[config.mk]
export PLATFORM = sky130hd
export DESIGN_NAME = snake_link_tx
export DESIGN_NICKNAME = d
export VERILOG_FILES = /design/src/rtl/snake_link_tx.sv
export SDC_FILE = /design/constraint.sdc
export NUM_CORES = 1
export LEC_CHECK = 0
export BUFFER_PORTS_ARGS = -buffer_cell sky130_fd_sc_hd__buf_2
export CORE_MARGIN = 2
export CORE_UTILIZATION = 50
export DETAILED_ROUTE_END_ITERATION = 10
export GPL_TIMING_DRIVEN = 1
export HOLD_SLACK_MARGIN = 0.02
export PLACE_DENSITY = 0.69
export SLEW_MARGIN = 20
export SYNTH_ARGS = -nofsm -noshare
export SYNTH_HDL_FRONTEND = slang
export SYNTH_SLANG_ARGS = --single-unit
export TNS_END_PERCENT = 30
[constraint.sdc]
create_clock -name clk -period 2 [get_ports clk]
set_clock_uncertainty 0.15 [all_clocks]
set_input_delay 0.4 -clock clk [delete_from_list [all_inputs] [get_ports clk]]
set_output_delay 0.4 -clock clk [all_outputs]
set_load 0.02 [all_outputs]
[src/rtl/snake_link_tx.sv]
`default_nettype none
// ============================================================================
// Module   : snake_link_tx
// Brief    : Snake-link transmitter. Encodes seed/direction events as opcode
//            bytes and serializes them as 8N1 UART frames on tx.
// Revision : 1.0 - initial release
// ============================================================================
module snake_link_tx #(
    parameter int CLKS_PER_BIT = 565
) (
    input  logic       clk,
    input  logic       rst,
    input  logic       seed_rdy,
    input  logic [5:0] seed_x,
    input  logic [5:0] seed_y,
    input  logic       send,
    input  logic [2:0] dir,
    output logic       tx,
    output logic       busy,
    output logic       byte_sent
);

    localparam int                  c_BAUD_W    = (CLKS_PER_BIT > 1) ? $clog2(CLKS_PER_BIT) : 1;
    localparam logic [c_BAUD_W-1:0] c_BAUD_LAST = c_BAUD_W'(CLKS_PER_BIT - 1);
    localparam logic [c_BAUD_W-1:0] c_BAUD_ONE  = c_BAUD_W'(1);

    localparam logic [1:0] c_S_IDLE  = 2'd0;
    localparam logic [1:0] c_S_START = 2'd1;
    localparam logic [1:0] c_S_DATA  = 2'd2;
    localparam logic [1:0] c_S_STOP  = 2'd3;

    logic [1:0]          r_state,     w_state_n;
    logic [c_BAUD_W-1:0] r_baud,      w_baud_n;
    logic [2:0]          r_bit,       w_bit_n;
    logic [7:0]          r_shift,     w_shift_n;
    logic                r_seed_pend, w_seed_pend_n;
    logic [5:0]          r_px,        w_px_n;
    logic [5:0]          r_py,        w_py_n;
    logic                r_dir_pend,  w_dir_pend_n;
    logic [2:0]          r_pdir,      w_pdir_n;
    logic                r_y_next,    w_y_next_n;
    logic [5:0]          r_y_active,  w_y_active_n;
    logic                r_tx,        w_tx_n;
    logic                r_byte_sent, w_byte_sent_n;
    logic                r_seed_prev;
    logic                r_send_prev;

    logic w_seed_edge;
    logic w_send_edge;
    logic w_bit_end;

    assign w_seed_edge = seed_rdy & ~r_seed_prev;
    assign w_send_edge = send & ~r_send_prev;
    assign w_bit_end   = (r_baud == c_BAUD_LAST);

    always_comb begin
        w_state_n     = r_state;
        w_baud_n      = r_baud;
        w_bit_n       = r_bit;
        w_shift_n     = r_shift;
        w_seed_pend_n = r_seed_pend;
        w_px_n        = r_px;
        w_py_n        = r_py;
        w_dir_pend_n  = r_dir_pend;
        w_pdir_n      = r_pdir;
        w_y_next_n    = r_y_next;
        w_y_active_n  = r_y_active;
        w_tx_n        = 1'b1;
        w_byte_sent_n = 1'b0;

        case (r_state)
            c_S_IDLE: begin
                // Y of a pair goes first so a direction byte can never split X/Y
                if (r_y_next) begin
                    w_shift_n  = {2'b10, r_y_active};
                    w_y_next_n = 1'b0;
                    w_baud_n   = '0;
                    w_state_n  = c_S_START;
                end else if (r_seed_pend) begin
                    w_shift_n     = {2'b01, r_px};
                    w_y_active_n  = r_py;
                    w_y_next_n    = 1'b1;
                    w_seed_pend_n = 1'b0;
                    w_baud_n      = '0;
                    w_state_n     = c_S_START;
                end else if (r_dir_pend) begin
                    w_shift_n    = {5'b00000, r_pdir};
                    w_dir_pend_n = 1'b0;
                    w_baud_n     = '0;
                    w_state_n    = c_S_START;
                end
            end
            c_S_START: begin
                w_tx_n = 1'b0;
                if (w_bit_end) begin
                    w_baud_n  = '0;
                    w_bit_n   = 3'd0;
                    w_state_n = c_S_DATA;
                end else begin
                    w_baud_n = r_baud + c_BAUD_ONE;
                end
            end
            c_S_DATA: begin
                w_tx_n = r_shift[0];
                if (w_bit_end) begin
                    w_baud_n  = '0;
                    w_shift_n = {1'b0, r_shift[7:1]};
                    if (r_bit == 3'd7) begin
                        w_state_n = c_S_STOP;
                    end else begin
                        w_bit_n = r_bit + 3'd1;
                    end
                end else begin
                    w_baud_n = r_baud + c_BAUD_ONE;
                end
            end
            c_S_STOP: begin
                w_tx_n = 1'b1;
                if (w_bit_end) begin
                    w_baud_n      = '0;
                    w_byte_sent_n = 1'b1;
                    w_state_n     = c_S_IDLE;
                end else begin
                    w_baud_n = r_baud + c_BAUD_ONE;
                end
            end
            default: begin
                w_state_n = c_S_IDLE;
                w_baud_n  = '0;
            end
        endcase

        // Capture comes last so a fresh edge wins over a same-cycle clear
        if (w_seed_edge) begin
            w_seed_pend_n = 1'b1;
            w_px_n        = seed_x;
            w_py_n        = seed_y;
        end
        if (w_send_edge) begin
            w_dir_pend_n = 1'b1;
            w_pdir_n     = dir;
        end
    end

    always_ff @(posedge clk) begin
        if (rst) begin
            r_state     <= c_S_IDLE;
            r_baud      <= '0;
            r_bit       <= 3'd0;
            r_shift     <= 8'h00;
            r_seed_pend <= 1'b0;
            r_px        <= 6'd0;
            r_py        <= 6'd0;
            r_dir_pend  <= 1'b0;
            r_pdir      <= 3'd0;
            r_y_next    <= 1'b0;
            r_y_active  <= 6'd0;
            r_tx        <= 1'b1;
            r_byte_sent <= 1'b0;
            r_seed_prev <= 1'b0;
            r_send_prev <= 1'b0;
        end else begin
            r_state     <= w_state_n;
            r_baud      <= w_baud_n;
            r_bit       <= w_bit_n;
            r_shift     <= w_shift_n;
            r_seed_pend <= w_seed_pend_n;
            r_px        <= w_px_n;
            r_py        <= w_py_n;
            r_dir_pend  <= w_dir_pend_n;
            r_pdir      <= w_pdir_n;
            r_y_next    <= w_y_next_n;
            r_y_active  <= w_y_active_n;
            r_tx        <= w_tx_n;
            r_byte_sent <= w_byte_sent_n;
            r_seed_prev <= seed_rdy;
            r_send_prev <= send;
        end
    end

    assign tx        = r_tx;
    assign byte_sent = r_byte_sent;
    assign busy      = (r_state != c_S_IDLE) | r_seed_pend | r_y_next | r_dir_pend;

endmodule
`default_nettype wire

Word level (Yosys, flattened, before mapping) --
Index checks and enable logic that the tools add are counted.
Storage, ports and cells: memories kept 0, bits in latches 0, memory bits (read-only) 0, bits in registers 51, output and inout port bits 3, logic and storage cells 87, bits of input ports 19, memory bits (writable) 0
Cells by class: bitwise operators 9, shift-type cells 0, add/sub/neg operators 2, multiply operators 0, reduce and logical (&&, ||, !) cells 14, $lt $le $gt $ge 0, eq/ne operators 14, multiplexer cells 33, div/mod/pow operators 0
Operators by type and width (count):
- two-way mux 10 bit | 4
- two-way mux 8 bit | 4
- one-hot mux 10 bit (2 select lines) | 1
- one-hot mux 8 bit (2 select lines) | 1
- two-way mux 2 bit | 7
- adder 10 x 1 -> 10 bit (second input constant) | 1
- equality test 10 bit (second input constant) | 1
- two-way mux 1 bit | 10
- != test 2 bit (second input constant) | 5
- nonzero test 2 bit | 5
- two-way mux 3 bit | 3
- AND reduction 3 bit | 3
- one-hot mux 2 bit (4 select lines) | 1
- != test 2 x 1 -> 1 bit (second input constant) | 3
- one-hot mux 3 bit (2 select lines) | 1
- AND reduction 5 bit | 1
- equality test 2 bit (second input constant) | 2
- != test 4 bit (second input constant) | 1
- inverter 1 bit | 4
- AND reduction 4 bit | 1
- adder 3 x 1 -> 3 bit (second input constant) | 1
- equality test 3 bit (second input constant) | 1
- bitwise OR 1 bit | 3
- OR reduction 3 bit | 1
- other kinds (6) | 7

Depth between registers and ports, before layout --
depth after elaboration 4, mapped depth 9

Worst setup path before layout --
OpenSTA, ideal clock, no wires.
path kind register to output, from reg r_state[0], to out busy, required time 1.450 ns, slack 0.074 ns, path buffers 1, data arrival time 1.376 ns, cell stages (with the launch flop) 7, path through dfxtp_1 inv_1 ha_1 nand2b_1 nor3_4 inv_1 buf_2
On the way: word-level cells in the longest chain between the ends 4
Ends and longest elaborated chain:
- start: declaration | RTL line 32 | logic [1:0] r_state, w_state_n;
- start signal: assignment | RTL line 147 | r_state <= c_S_IDLE;
- start signal: assignment | RTL line 163 | r_state <= w_state_n;
- nonzero test 2 bit | RTL line 183 | assign busy = (r_state != c_S_IDLE) | r_seed_pend | r_y_next | r_dir_pend;
- bitwise OR 1 bit (3 in a row) | RTL line 183
- end: declaration | RTL line 19 | output logic busy,
Every way passes these cells.

Worst setup path in the final report --
Same ends and word-level chain as after synthesis.

==> key figures <==
Clock tree
  – Reg clk slew, reported paths: 0.09 ns
  – Cts bufs inserted: 5
  – Clock sinks: 51
  – TritonCTS clock tree: built
  – Clock Tree Buf Depth: 2
  – # H-tree levels: 2
  – Root buffer cell: clkbuf_8
  – Post-CTS Hold Buffers: 0
  – Worst-Skew Late Latency: 0.31 ns

Power
  – Power Dens Cells: 1133 nW/um^2
  – P_leak: between 1 and 1.5 nW
  – Max VDD drop: 0.4576 mV

Detailed routing
  – DR vias/cell: roughly 5.6
  – Final WL: 4.953 mm
  – Vias: approximately 2100
  – Post-route ant nets: 0
  – DR iter-0 viols: approximately 110
  – Per-cell routed wire length: 13.42 um
  – Residual DRC count: 0
  – Drt first pass iters: 4

Setup path
  – Reg2reg start: r_baud[0]
  – R2R Path End: r_baud[2]
  – Req. time, crit path: 1.45 ns
  – Critical-path top delay cell: dfxtp_2
  – Max incr delay on CP: between 0.3 and 0.4 ns
  – Worst Path Arrival: 1.39 ns
  – Critical Path, Cell by Cell: inv_2 > ha_4 > nand2b_4 > nor3_4 > inv_2 > buf_4
  – Startpoint types: register
  – CP top delay family: buffers and inverters
  – WP buf/inv: 3
  – Setup crit end kind: primary output
  – WS Path Type: reg2out
  – Worst R2R Path Depth: 7
  – Cell mode on critical path: inv_2
  – Flop-to-flop setup slack: ~0.090 ns
  – Largest fanout on the critical path: 6

Min path
  – Hold path depth: 2
  – Worst hold path startpoint: send
  – Hold WC Path Type: in2reg
  – Min-Delay Endpoint: r_send_prev

Floorplanning
  – Cell row count: 25
  – Starting Density: 51.39%
  – Die area: approximately 5400 um^2
  – IO Pins: 22
  – Die Y-Extent: 73.44 um
  – CORE AREA: 4692 um^2
  – Die Wd: 73.44 um

Layout
  – Most frequent cells in the layout: dfxtp_1 (49), nand2_1 (46), a21oi_1 (27)
  – Final core occ: 60.53%
  – Synth-to-Final Area Change: 17.80%
  – Final Cell Area: 2840 um^2
  – Nets@finish: 342
  – Share of cells above drive strength 1: 22.22%
  – Ant diodes: 0
  – Most common cell after layout, fill and taps aside: dfxtp_1

Logic synthesis
  – Synth warn: 0
  – Avg Cell Area, Syn: 8.642 um^2
  – Primary FF master, synth: dfxtp_1
  – Cell count after synthesis: 279
  – #FFs+latches synth: 51
  – Sequential share of the synthesized area: 42.35%
  – Asr flop ratio synth: 0%
  – Syn_nets: between 300 and 400
  – Area of the mapped netlist: 2411 um^2
  – Number of flops mapped to enable cells by yosys: 0
  – Synth cell types: 43

Timing
  – Final WS setup: between 0.06 and 0.07 ns
  – Pins Over Slew Limit: 0
  – Max-slew headroom: 65.48%
  – Final Hold Viols: 0
  – RSZ-0062 raised after global routing: true
  – Final min period: 1.935 ns
  – Min Hold Slack: around 0.16 ns
  – Fmax: between 500 and 600 MHz
  – Worst-Margin Slew: just over 0.5 ns
  – Count of final setup violators: 0
  – Final period util: 96.77%

Placed design
  – Area after DPL: about 2600 um^2
  – Hpwl dp: 3.453 mm
  – Placement Setup Slack: 0.07141 ns
  – PortBufs: 21
  – RePlAce Congestion: ~0.84

Run
  – Max-Cap Viols: 0

GRT
  – Largest net degree at the start of global routing: 22
  – Global route total overflow: 0
  – All-Layer GR Usage: about a fifth
  – Vias in the first global route: 1727
  – First-pass GRT wire length: roughly 8.0 mm
  – Initial antenna violation count: 0

Run status
  – Status: finished, final reports clean
[power by group]
group / internal [mW] / switching, mW
Sequential: 1.14 / 0.0815
Combinational: 0.595 / 0.679
Clock: 0.373 / 0.348
[through the flow]
step	total power, mW	instances	TNS (ns)
final	3.218	369	0
after global routing	3.431	369	-0.03157
after CTS	3.141	365	0
after detailed placement	2.357	357	0
after global placement	2.338	357	0
after floorplan	2.000	279	0
[cells in the mapped netlist, types with 3 or more instances]
cell type / number / area, um^2
a21oi_1: 27 / 135.1
a31oi_1: 8 / 50.05
and2_1: 5 / 31.28
clkbuf_1: 11 / 41.29
dfxtp_1: 51 / 1021
ha_1: 9 / 112.6
inv_1: 9 / 33.78
mux2_2: 3 / 33.78
mux2i_1: 11 / 110.1
nand2_1: 46 / 172.7
nand2b_1: 6 / 37.54
nand3_1: 5 / 25.02
nand4_1: 3 / 18.77
nor2_1: 22 / 82.58
nor2b_1: 7 / 43.79
nor3_1: 4 / 20.02
o2111ai_1: 3 / 26.28
o211ai_1: 6 / 45.04
o21ai_0: 11 / 55.05
o311a_1: 3 / 30.03
[metal layers]
metal  global-route usage, %  up-vias  wire, um
met4                   7.273        0        63
met2                   30.95       33      2331
met1                   25.53      960      2404
met5                       0        -         0
li1                        -     1057         -
met3                   3.704        5       154
[logic make-up (layout without fill, tap and decap cells)]
| logic type | after synthesis | in the layout | synth area share [%] |
|---|---|---|---|
| simple gates | 110 | 110 | 22.57 |
| compound gates | 71 | 71 | 19.98 |
| flops | 51 | 51 | 42.35 |
| buf+inv | 24 | 60 | 4.463 |
| mux | 14 | 14 | 5.968 |
| fa+ha+maj | 9 | 9 | 4.671 |
[layout make-up]
type	instances	area [um^2]
Multi-Input combinational cell	204	1326
Inverter	9	33.78
Fill cell	439	1852
Timing Repair Buffer	43	276.5
Tap cell	54	67.56
Clock inverter	3	43.79
Clock buffer	5	68.82
Sequential cell	51	1023
[how the worst max path moves through the flow]
stage	start	to	cells past startpoint
finish	r_state[0]	busy	6
global route	r_state[1]	busy	6
CTS	r_state[0]	busy	6
detailed placement	r_state[0]	r_state[1]	8
global placement	r_state[0]	r_bit[0]	6
floorplan	r_state[0]	busy	6
[registers in the layout, summed over array words and instances, names as in the netlist]
signal       cells
tx               1
byte_sent        1
r_baud          10
r_pdir           3
r_seed_pend      1
r_seed_prev      1
r_send_prev      1
r_py             6
r_dir_pend       1
r_px             6
r_y_next         1
r_shift          8
r_state          2
r_bit            3
r_y_active       6
[repair_timing]
action,4_1_cts,5_1_grt
pin swaps,0,2
buffers inserted,0,4
cloned,0,0
endpoints found under the setup margin,1,14
gates resized for setup,7,9
Note: power is estimated with default switching activity, not from simulation.
